<file path="src/rtl/fme_pkg.sv">
// Shared types and constants for the fractional motion estimation SAD selector.
package fme_pkg;

    localparam int unsigned DATAWIDTH_DEF = 8;
    localparam int unsigned ROW_PIX_DEF   = 8;
    localparam int unsigned ROWS_DEF      = 8;
    localparam int unsigned NUM_CAND_DEF  = 8;

    typedef enum logic [1:0] {
        IDLE,
        ACCUM,
        FLUSH,
        DONE
    } fme_state_e;

    // Smallest accumulator width that cannot overflow for a block of pix pixels.
    function automatic int unsigned sad_w_calc(input int unsigned dw, input int unsigned pix);
        return dw + $clog2(pix);
    endfunction

endpackage

</file>
<file path="src/rtl/fme_row_sad.sv">
// Combinational sum of absolute differences across one row of pixels.
module fme_row_sad #(
    parameter int unsigned DATAWIDTH = 8,
    parameter int unsigned ROW_PIX   = 8
) (
    input  logic [ROW_PIX*DATAWIDTH-1:0]            cand_row,
    input  logic [ROW_PIX*DATAWIDTH-1:0]            orig_row,
    output logic [DATAWIDTH+$clog2(ROW_PIX)-1:0]    row_sad
);

    localparam int unsigned OUT_W = DATAWIDTH + $clog2(ROW_PIX);

    logic [DATAWIDTH:0]   diff [ROW_PIX];
    logic [DATAWIDTH-1:0] mag  [ROW_PIX];
    logic [OUT_W-1:0]     sum;

    // Sign bit of the widened difference selects the magnitude.
    for (genvar k = 0; k < ROW_PIX; k++) begin : g_pix
        assign diff[k] = {1'b0, cand_row[k*DATAWIDTH +: DATAWIDTH]}
                       - {1'b0, orig_row[k*DATAWIDTH +: DATAWIDTH]};
        assign mag[k]  = diff[k][DATAWIDTH] ? DATAWIDTH'(-diff[k])
                                            : diff[k][DATAWIDTH-1:0];
    end

    always_comb begin
        sum = '0;
        for (int k = 0; k < ROW_PIX; k++) begin
            sum = sum + OUT_W'(mag[k]);
        end
    end

    assign row_sad = sum;

endmodule

</file>
<file path="src/rtl/fme_sad_selector.sv">
// Accumulates per-candidate 8x8 SADs from streamed rows and keeps the lowest.
module fme_sad_selector
    import fme_pkg::*;
#(
    parameter int unsigned DATAWIDTH = DATAWIDTH_DEF,
    parameter int unsigned ROW_PIX   = ROW_PIX_DEF,
    parameter int unsigned ROWS      = ROWS_DEF,
    parameter int unsigned NUM_CAND  = NUM_CAND_DEF,
    parameter int unsigned SAD_W     = sad_w_calc(DATAWIDTH, ROW_PIX*ROWS)
) (
    input  logic                          clock,
    input  logic                          reset,
    input  logic                          start,
    input  logic                          in_valid,
    input  logic [ROW_PIX*DATAWIDTH-1:0]  cand_row,
    input  logic [ROW_PIX*DATAWIDTH-1:0]  orig_row,
    output logic                          busy,
    output logic                          done,
    output logic [$clog2(NUM_CAND)-1:0]   best_idx,
    output logic [SAD_W-1:0]              best_sad
);

    localparam int unsigned RS_W = DATAWIDTH + $clog2(ROW_PIX);
    localparam int unsigned RC_W = $clog2(ROWS);
    localparam int unsigned CI_W = $clog2(NUM_CAND);

    fme_state_e       state, state_next;
    logic [RC_W-1:0]  row_cnt;
    logic [CI_W-1:0]  cand_cnt;
    logic [RS_W-1:0]  row_sad;
    logic             s1_valid;
    logic             s1_last;
    logic [CI_W-1:0]  s1_cand;
    logic [RS_W-1:0]  s1_sad;
    logic [SAD_W-1:0] acc;
    logic [SAD_W-1:0] cand_sad;
    logic             accept;
    logic             row_last;
    logic             pass_last;
    logic             start_ok;

    fme_row_sad #(
        .DATAWIDTH (DATAWIDTH),
        .ROW_PIX   (ROW_PIX)
    ) u_row_sad (
        .cand_row (cand_row),
        .orig_row (orig_row),
        .row_sad  (row_sad)
    );

    assign accept    = (state == ACCUM) && in_valid;
    assign row_last  = (row_cnt == RC_W'(ROWS - 1));
    assign pass_last = row_last && (cand_cnt == CI_W'(NUM_CAND - 1));
    assign start_ok  = start && ((state == IDLE) || (state == DONE));
    assign cand_sad  = acc + SAD_W'(s1_sad);

    always_comb begin
        state_next = state;
        case (state)
            IDLE, DONE: if (start) state_next = ACCUM;
            ACCUM:      if (accept && pass_last) state_next = FLUSH;
            FLUSH:      state_next = DONE;
            default:    state_next = IDLE;
        endcase
    end

    // done fires on the FLUSH->DONE transition, i.e. one cycle after the last row retires.
    always_ff @(posedge clock or negedge reset) begin
        if (!reset) begin
            state <= IDLE;
            busy  <= 1'b0;
            done  <= 1'b0;
        end else begin
            state <= state_next;
            busy  <= (state_next == ACCUM) || (state_next == FLUSH);
            done  <= (state == FLUSH);
        end
    end

    // Row/candidate counters and the stage-1 register of the row SAD.
    always_ff @(posedge clock or negedge reset) begin
        if (!reset) begin
            row_cnt  <= '0;
            cand_cnt <= '0;
            s1_valid <= 1'b0;
            s1_last  <= 1'b0;
            s1_cand  <= '0;
            s1_sad   <= '0;
        end else if (start_ok) begin
            row_cnt  <= '0;
            cand_cnt <= '0;
            s1_valid <= 1'b0;
        end else begin
            s1_valid <= accept;
            if (accept) begin
                s1_sad  <= row_sad;
                s1_last <= row_last;
                s1_cand <= cand_cnt;
                if (row_last) begin
                    row_cnt <= '0;
                    if (!pass_last) cand_cnt <= cand_cnt + 1'b1;
                end else begin
                    row_cnt <= row_cnt + 1'b1;
                end
            end
        end
    end

    // Stage 2: accumulate, then compare at each candidate boundary; ties keep the older index.
    always_ff @(posedge clock or negedge reset) begin
        if (!reset) begin
            acc      <= '0;
            best_idx <= '0;
            best_sad <= '1;
        end else if (start_ok) begin
            acc <= '0;
        end else if (s1_valid) begin
            if (s1_last) begin
                acc <= '0;
                if ((s1_cand == '0) || (cand_sad < best_sad)) begin
                    best_idx <= s1_cand;
                    best_sad <= cand_sad;
                end
            end else begin
                acc <= cand_sad;
            end
        end
    end

endmodule
</file>
<file path="config.mk">
export PLATFORM = sky130hd
export DESIGN_NAME = fme_sad_selector
export DESIGN_NICKNAME = d
export VERILOG_FILES = /design/src/rtl/fme_pkg.sv /design/src/rtl/fme_row_sad.sv /design/src/rtl/fme_sad_selector.sv
export SDC_FILE = /design/constraint.sdc
export NUM_CORES = 1
export LEC_CHECK = 0
export CAP_MARGIN = 15
export CELL_PAD_IN_SITES_DETAIL_PLACEMENT = 1
export CELL_PAD_IN_SITES_GLOBAL_PLACEMENT = 2
export CORE_ASPECT_RATIO = 0.9
export CORE_MARGIN = 4
export CORE_UTILIZATION = 35
export DETAILED_ROUTE_END_ITERATION = 12
export PLACE_DENSITY_LB_ADDON = 0.3
export SLEW_MARGIN = 20
export SYNTH_ARGS = -nofsm -noshare
export SYNTH_HDL_FRONTEND = slang
export SYNTH_SLANG_ARGS = --single-unit
</file>
<file path="constraint.sdc">
create_clock -name clock -period 11.7 [get_ports clock]
set_input_delay 2.34 -clock clock [delete_from_list [all_inputs] [get_ports clock]]
set_output_delay 2.34 -clock clock [all_outputs]
set_load 0.02 [all_outputs]
</file>
Yosys cells after proc, flatten, opt, wreduce, memory -nomap -nowiden
Index checks and enable logic that the tools add are counted.
{ "op_classes": {"muxes": 22, "order_cmp": 1, "n_eq_ne": 8, "add_sub_neg": 26, "bitwise_logic": 1, "n_reduce_logical": 16} }
{ "op_table": {"columns": ["operator", "n"], "rows": [
  ["subtractor 8 x 8 -> 9 bit", 8],
  ["adder 11 x 8 -> 11 bit", 6],
  ["two-way mux 8 bit", 8],
  ["negator 8 bit", 8],
  ["two-way mux 14 bit", 3],
  ["two-way mux 3 bit", 7],
  ["adder 14 x 11 -> 14 bit", 1],
  ["less-than comparator 14 bit", 1],
  ["adder 8 x 8 -> 9 bit", 1],
  ["adder 3 x 1 -> 3 bit (second input constant)", 2],
  ["equality test 2 bit (second input constant)", 3],
  ["equality test 3 bit (second input constant)", 2],
  ["one-hot mux 2 bit (3 select lines)", 1],
  ["nonzero test 2 bit", 3],
  ["equality test 2 x 1 -> 1 bit (second input constant)", 2],
  ["logical AND 1 bit", 4],
  ["two-way mux 2 bit", 2],
  ["AND reduction 4 bit", 1],
  ["zero test 3 bit", 1],
  ["logical OR 1 bit", 3],
  ["AND reduction 3 bit", 1],
  ["zero test 2 bit", 1],
  ["!= test 2 x 1 -> 1 bit (second input constant)", 1],
  ["AND reduction 2 bit", 1],
  ["3 further kinds", 3]
]} }
{ "word_totals": {"output_inout_bits": 19, "ff_bits": 57, "inputBits": 132, "word_cells": 86} }

Longest topological paths before layout
{ "depth": {"ltp_word": 10, "ltp_mapped": 30, "depth_no_buf": 30} }

By module
From an unflattened synthesis, not the netlist that was laid out.
{ "hier_totals": {"cells_unflattened": 997, "hier_area_um2": 8658.3} }
{ "by_module_without_submodules": {"columns": ["module", "seq_area_each_um2", "area_per_inst_um2", "n_inst", "cells_per_inst"], "rows": [
  ["fme_row_sad", 0.0, 5460.2, 1, 713],
  ["fme_sad_selector", 1443.9, 3198.1, 1, 284]
]} }

Worst setup path after synthesis
No wires, ideal clock.
{ "synth_path": {"kind": "input -> register", "startpoint": "input cand_row[8]", "endpoint": "register s1_sad[10]", "slack_ns": 2.881, "cell_stages": 28, "n_path_buf": 0, "arrival_ns": 8.684, "setup_ns": 0.135, "cell_sequence": "inv_1 > ha_1 > fa_1 > nand2b_1 > a21oi_1 > o31a_1 > o21ai_1 > a31o_2 > ha_1 > a21o_1 > a21oi_1 > nor2b_1 > o21a_1 > o41ai_1 > xor2_1 > fa_1 > fa_1 > inv_1 > fa_1 > inv_1 > fa_1 > inv_1 > ha_1 > a21o_1 > o41ai_1 > o21ai_0 > xnor2_1 > o21ai_0"} }
{ "synth_via": {"elab_chain_cells": 10} }
{ "synth_lines": {"columns": ["item", "line_no", "text"], "rows": [
  ["start, declared", "fme_sad_selector.sv:15", "input logic [ROW_PIX*DATAWIDTH-1:0] cand_row,"],
  ["subtractor 8 x 8 -> 9 bit *", "fme_row_sad.sv:20", "- {1'b0, orig_row[k*DATAWIDTH +: DATAWIDTH]};"],
  ["negator 8 bit", "fme_row_sad.sv:21", "assign mag[k] = diff[k][DATAWIDTH] ? DATAWIDTH'(-diff[k])"],
  ["two-way mux 8 bit *", "fme_row_sad.sv:21", null],
  ["adder 8 x 8 -> 9 bit *", "fme_row_sad.sv:28", "sum = sum + OUT_W'(mag[k]);"],
  ["adder 11 x 8 -> 11 bit * (6 in a row)", "fme_row_sad.sv:28", null],
  ["end signal, assigned", "fme_sad_selector.sv:96", "s1_sad <= row_sad;"],
  ["end, declared", "fme_sad_selector.sv:34", "logic [RS_W-1:0] s1_sad;"]
]} }
Mark *: on every way between the ends. The rest lies on a longest branch, timed or not.
A chain may end at the register's enable or synchronous reset.

Worst setup path after layout
{ "layout_path": {"startpoint": "input orig_row[3]", "endpoint": "register s1_sad[10]"} }
{ "layout_via": {"elab_chain_cells": 10} }
{ "layout_lines": {"columns": ["item", "line_no", "text"], "rows": [
  ["start, declared", "fme_sad_selector.sv:16", "input logic [ROW_PIX*DATAWIDTH-1:0] orig_row,"],
  ["subtractor 8 x 8 -> 9 bit *", "fme_row_sad.sv:20", null],
  ["negator 8 bit", "fme_row_sad.sv:21", null],
  ["two-way mux 8 bit *", "fme_row_sad.sv:21", null],
  ["adder 8 x 8 -> 9 bit *", "fme_row_sad.sv:28", null],
  ["adder 11 x 8 -> 11 bit * (6 in a row)", "fme_row_sad.sv:28", null]
]} }
Marked as above.

==> results.md <==
* Worst Max-Slew Pin Slew at 1090 ps
* First-pass GRT wire length at between 30,000 and 40,000 um
* Syn_nets at 1,310
* Initial Utilization at 35.9%
* Status: finished clean
* Sequential fraction of the synthesis area at 17.0%
* Share of cells above drive strength 1 at approximately 5.3%
* Longest Clk Path Bufs at 2
* Crit path launch: orig_row[3]
* Period utilization at 81.1%
* Crit path to: s1_sad[10]
* Worst Hold Class: reg -> reg
* RSZ-0062 raised after global routing: false
* Vias per inst at ~5.0
* Synth Instances at 1,005
* Core ar. at 23,600 um^2
* Total Nets Final at around 1.5k
* Final ANT Viol Nets at 0
* CTS Sinks at 57
* Clock Latency Late Sink at 330 ps
* Detailed Route WL at around 21,000 um
* Via count at 7,298
* GPL Wtd Cong at 0.788
* Reg-to-Reg Start: s1_sad[0]
* DRT iter0 DRCs at 193
* CTS tree: done
* Final Setup Violations at 0
* Avg Cell Area, Syn at 8.44 um^2
* Max Slew Vio Count at 0
* CTS clock-pin slew for the worst setup and hold paths at 50 ps
* Clock period minus final worst setup slack at 9490 ps
* Routed WL per cell at 14.2 um
* Postcts setup bufs at 0
* Worst slew margin at 27.0%
* Reg2Reg Capture Point: best_sad[4]
* Fillcell total at about 2.8k
* Area Growth Syn to Fin at 24.9%
* CTS buffer count at 9
* Die Area at 26,800 um^2
* Yosys reg bits at 57
* Post-CTS Resized at 0
* Pre-antenna DRT Iters at 4
* Yosys warning count at 0
* Crit path buffers/inverters at 5
* Grt total ovfl at 0
* Crit path max fanout at 8
* Crit start category: input port
* Count of final hold-check violations at 0
* Critical Path AT at 9740 ps
* # DRC at 0
* Max Clk Rate at 105 MHz
* Diode count at 0
* DPL Wire Length at 18,200 um
* Critical path's top delay family: compound AO/OA/AOI/OAI gates
* Rows at 53
* Die Ht at between 150 and 200 um
* Hold buffer count at CTS at 0
* Final Non-Filler Cells at 1,468
* Cell variety after synth at 55
* Ys flop type: dfrtp_1
* Post-synth EDFFs at 0
* Overall global routing resource usage at around 16%
* Synthesized area at 8480 um^2
* Worst Path Class, Setup: in -> reg
* Slowest stage cell, crit path: fa_1
* Async SR Flop Fraction at between 90% and 100%
* Initial antenna violation count at 0
* Root buffer cell: clkbuf_16
* I/O Buffers at 150
* # Max-Cap Violations at 0
* Critical path depth in cells at 29
* IO Pins at ~150
* Die Wd at 172 um
* Number of global-route vias before repair at between 7k and 8k
* Htree depth at 3
* Largest stage delay on the critical path at between 500 and 600 ps
* Setup crit end kind: register
* Worst Reg-to-Reg Cells at 15
* Setup TNS at 0 ps
* Register-to-register setup slack at 7150 ps
* Placed insts at roughly 1.5k
* Pin count of the biggest net entering global routing at 58
* CP required at about 12,000 ps
* Fin Clk Skew at 7.11 ps
cell usage in the layout, fill, tap and decap left out, drive strengths merged, types with 4 or more instances in the layout:
cell           count
nor2              96
mux2              20
inv              163
a31oi              7
nand3             20
o21a              20
xnor2             56
a22o              13
a211oi            10
nor2b             10
clkdlybuf4s50    149
o21bai            12
a21o              17
fa                48
nor4               4
xor2              54
nand2             57
o21ai             42
or2                4
clkinv             5
dfstp             14
nand4              6
nor3              23
ha               125
clkbuf            10
o31ai             10
nand2b            12
o311ai             8
mux2i              6
a21oi             65
dfrtp             43
cells by family (layout without fill, tap and decap cells):
kind of cell	count (synthesis)	after routing	synth area share (%)
xor+xnor	110	110	11.4
simple gates	243	243	13.0
buf+inv	171	332	7.76
flops	57	57	17.0
fa+ha+maj	173	173	29.8
mux	26	26	3.76
compound gates	225	225	17.4
stage by stage:
stage	cell area [um^2]	utilization [%]	worst slack [ps]	hold slack, ps
floorplan	8480	-	2880	452
global placement	10300	43.8	2040	475
detailed placement	10300	43.8	1870	475
CTS	10600	44.9	2220	490
global route	10600	44.9	1670	525
finish	10600	44.9	2210	486
routing by layer:
layer | routed length (um) | up-vias | part of all wire [%] | track usage, %
li1 | - | 3726 | - | -
met5 | 0 | - | 0 | 0
met1 | 10100 | 3454 | 48 | 21.4
met2 | 9920 | 101 | 48 | 27.1
met3 | 556 | 17 | 2.7 | 1.39
met4 | 288 | 0 | 1.4 | 3.74
tightest hold or removal path, stage by stage (launching register included):
cell	delay, ps
dfrtp_1	340
nand2_1	50
nand2_1	60
registers in the layout, indices dropped and copies added, names as in the netlist:
register	cells
acc	14
best_idx	3
best_sad	14
busy	1
cand_cnt	3
done	1
row_cnt	3
s1_cand	3
s1_last	1
s1_sad	11
s1_valid	1
state	2
synthesized netlist by cell type (all sizes together) (20+ instances only):
master  instances  area, um^2
nand2          57         214
o21ai          42         210
xor2           54         473
nand3          20         100
ha            125        1560
dfrtp          43        1080
xnor2          56         490
mux2           20         259
o21a           20         150
inv           163         612
fa             48         961
nor3           23         115
nor2           96         360
a21oi          65         325
area by class of cell:
| type | instances | area, um^2 | share of cell area, % |
|---|---|---|---|
| Tap cell | 302 | 378 | 3.57 |
| Clock inverter | 6 | 35.0 | 0.331 |
| Inverter | 164 | 616 | 5.81 |
| Multi-Input combinational cell | 777 | 6380 | 60.2 |
| Sequential cell | 57 | 1440 | 13.6 |
| Timing Repair Buffer | 152 | 1510 | 14.3 |
| Clock buffer | 10 | 229 | 2.16 |
worst min-delay path by stage:
stage | startpoint | to | cells past startpoint
6_report | s1_sad[0] | s1_sad[0] | 2
5_1_grt | acc[4] | acc[4] | 1
4_1_cts | s1_sad[0] | s1_sad[0] | 2
3_5_place_dp | s1_sad[0] | s1_sad[0] | 2
3_3_place_gp | s1_sad[2] | s1_sad[2] | 2
2_1_floorplan | s1_sad[0] | s1_sad[0] | 2
Power is not shown: default switching activity piles up to over one toggle a cycle in this logic, so the estimate is an artifact.
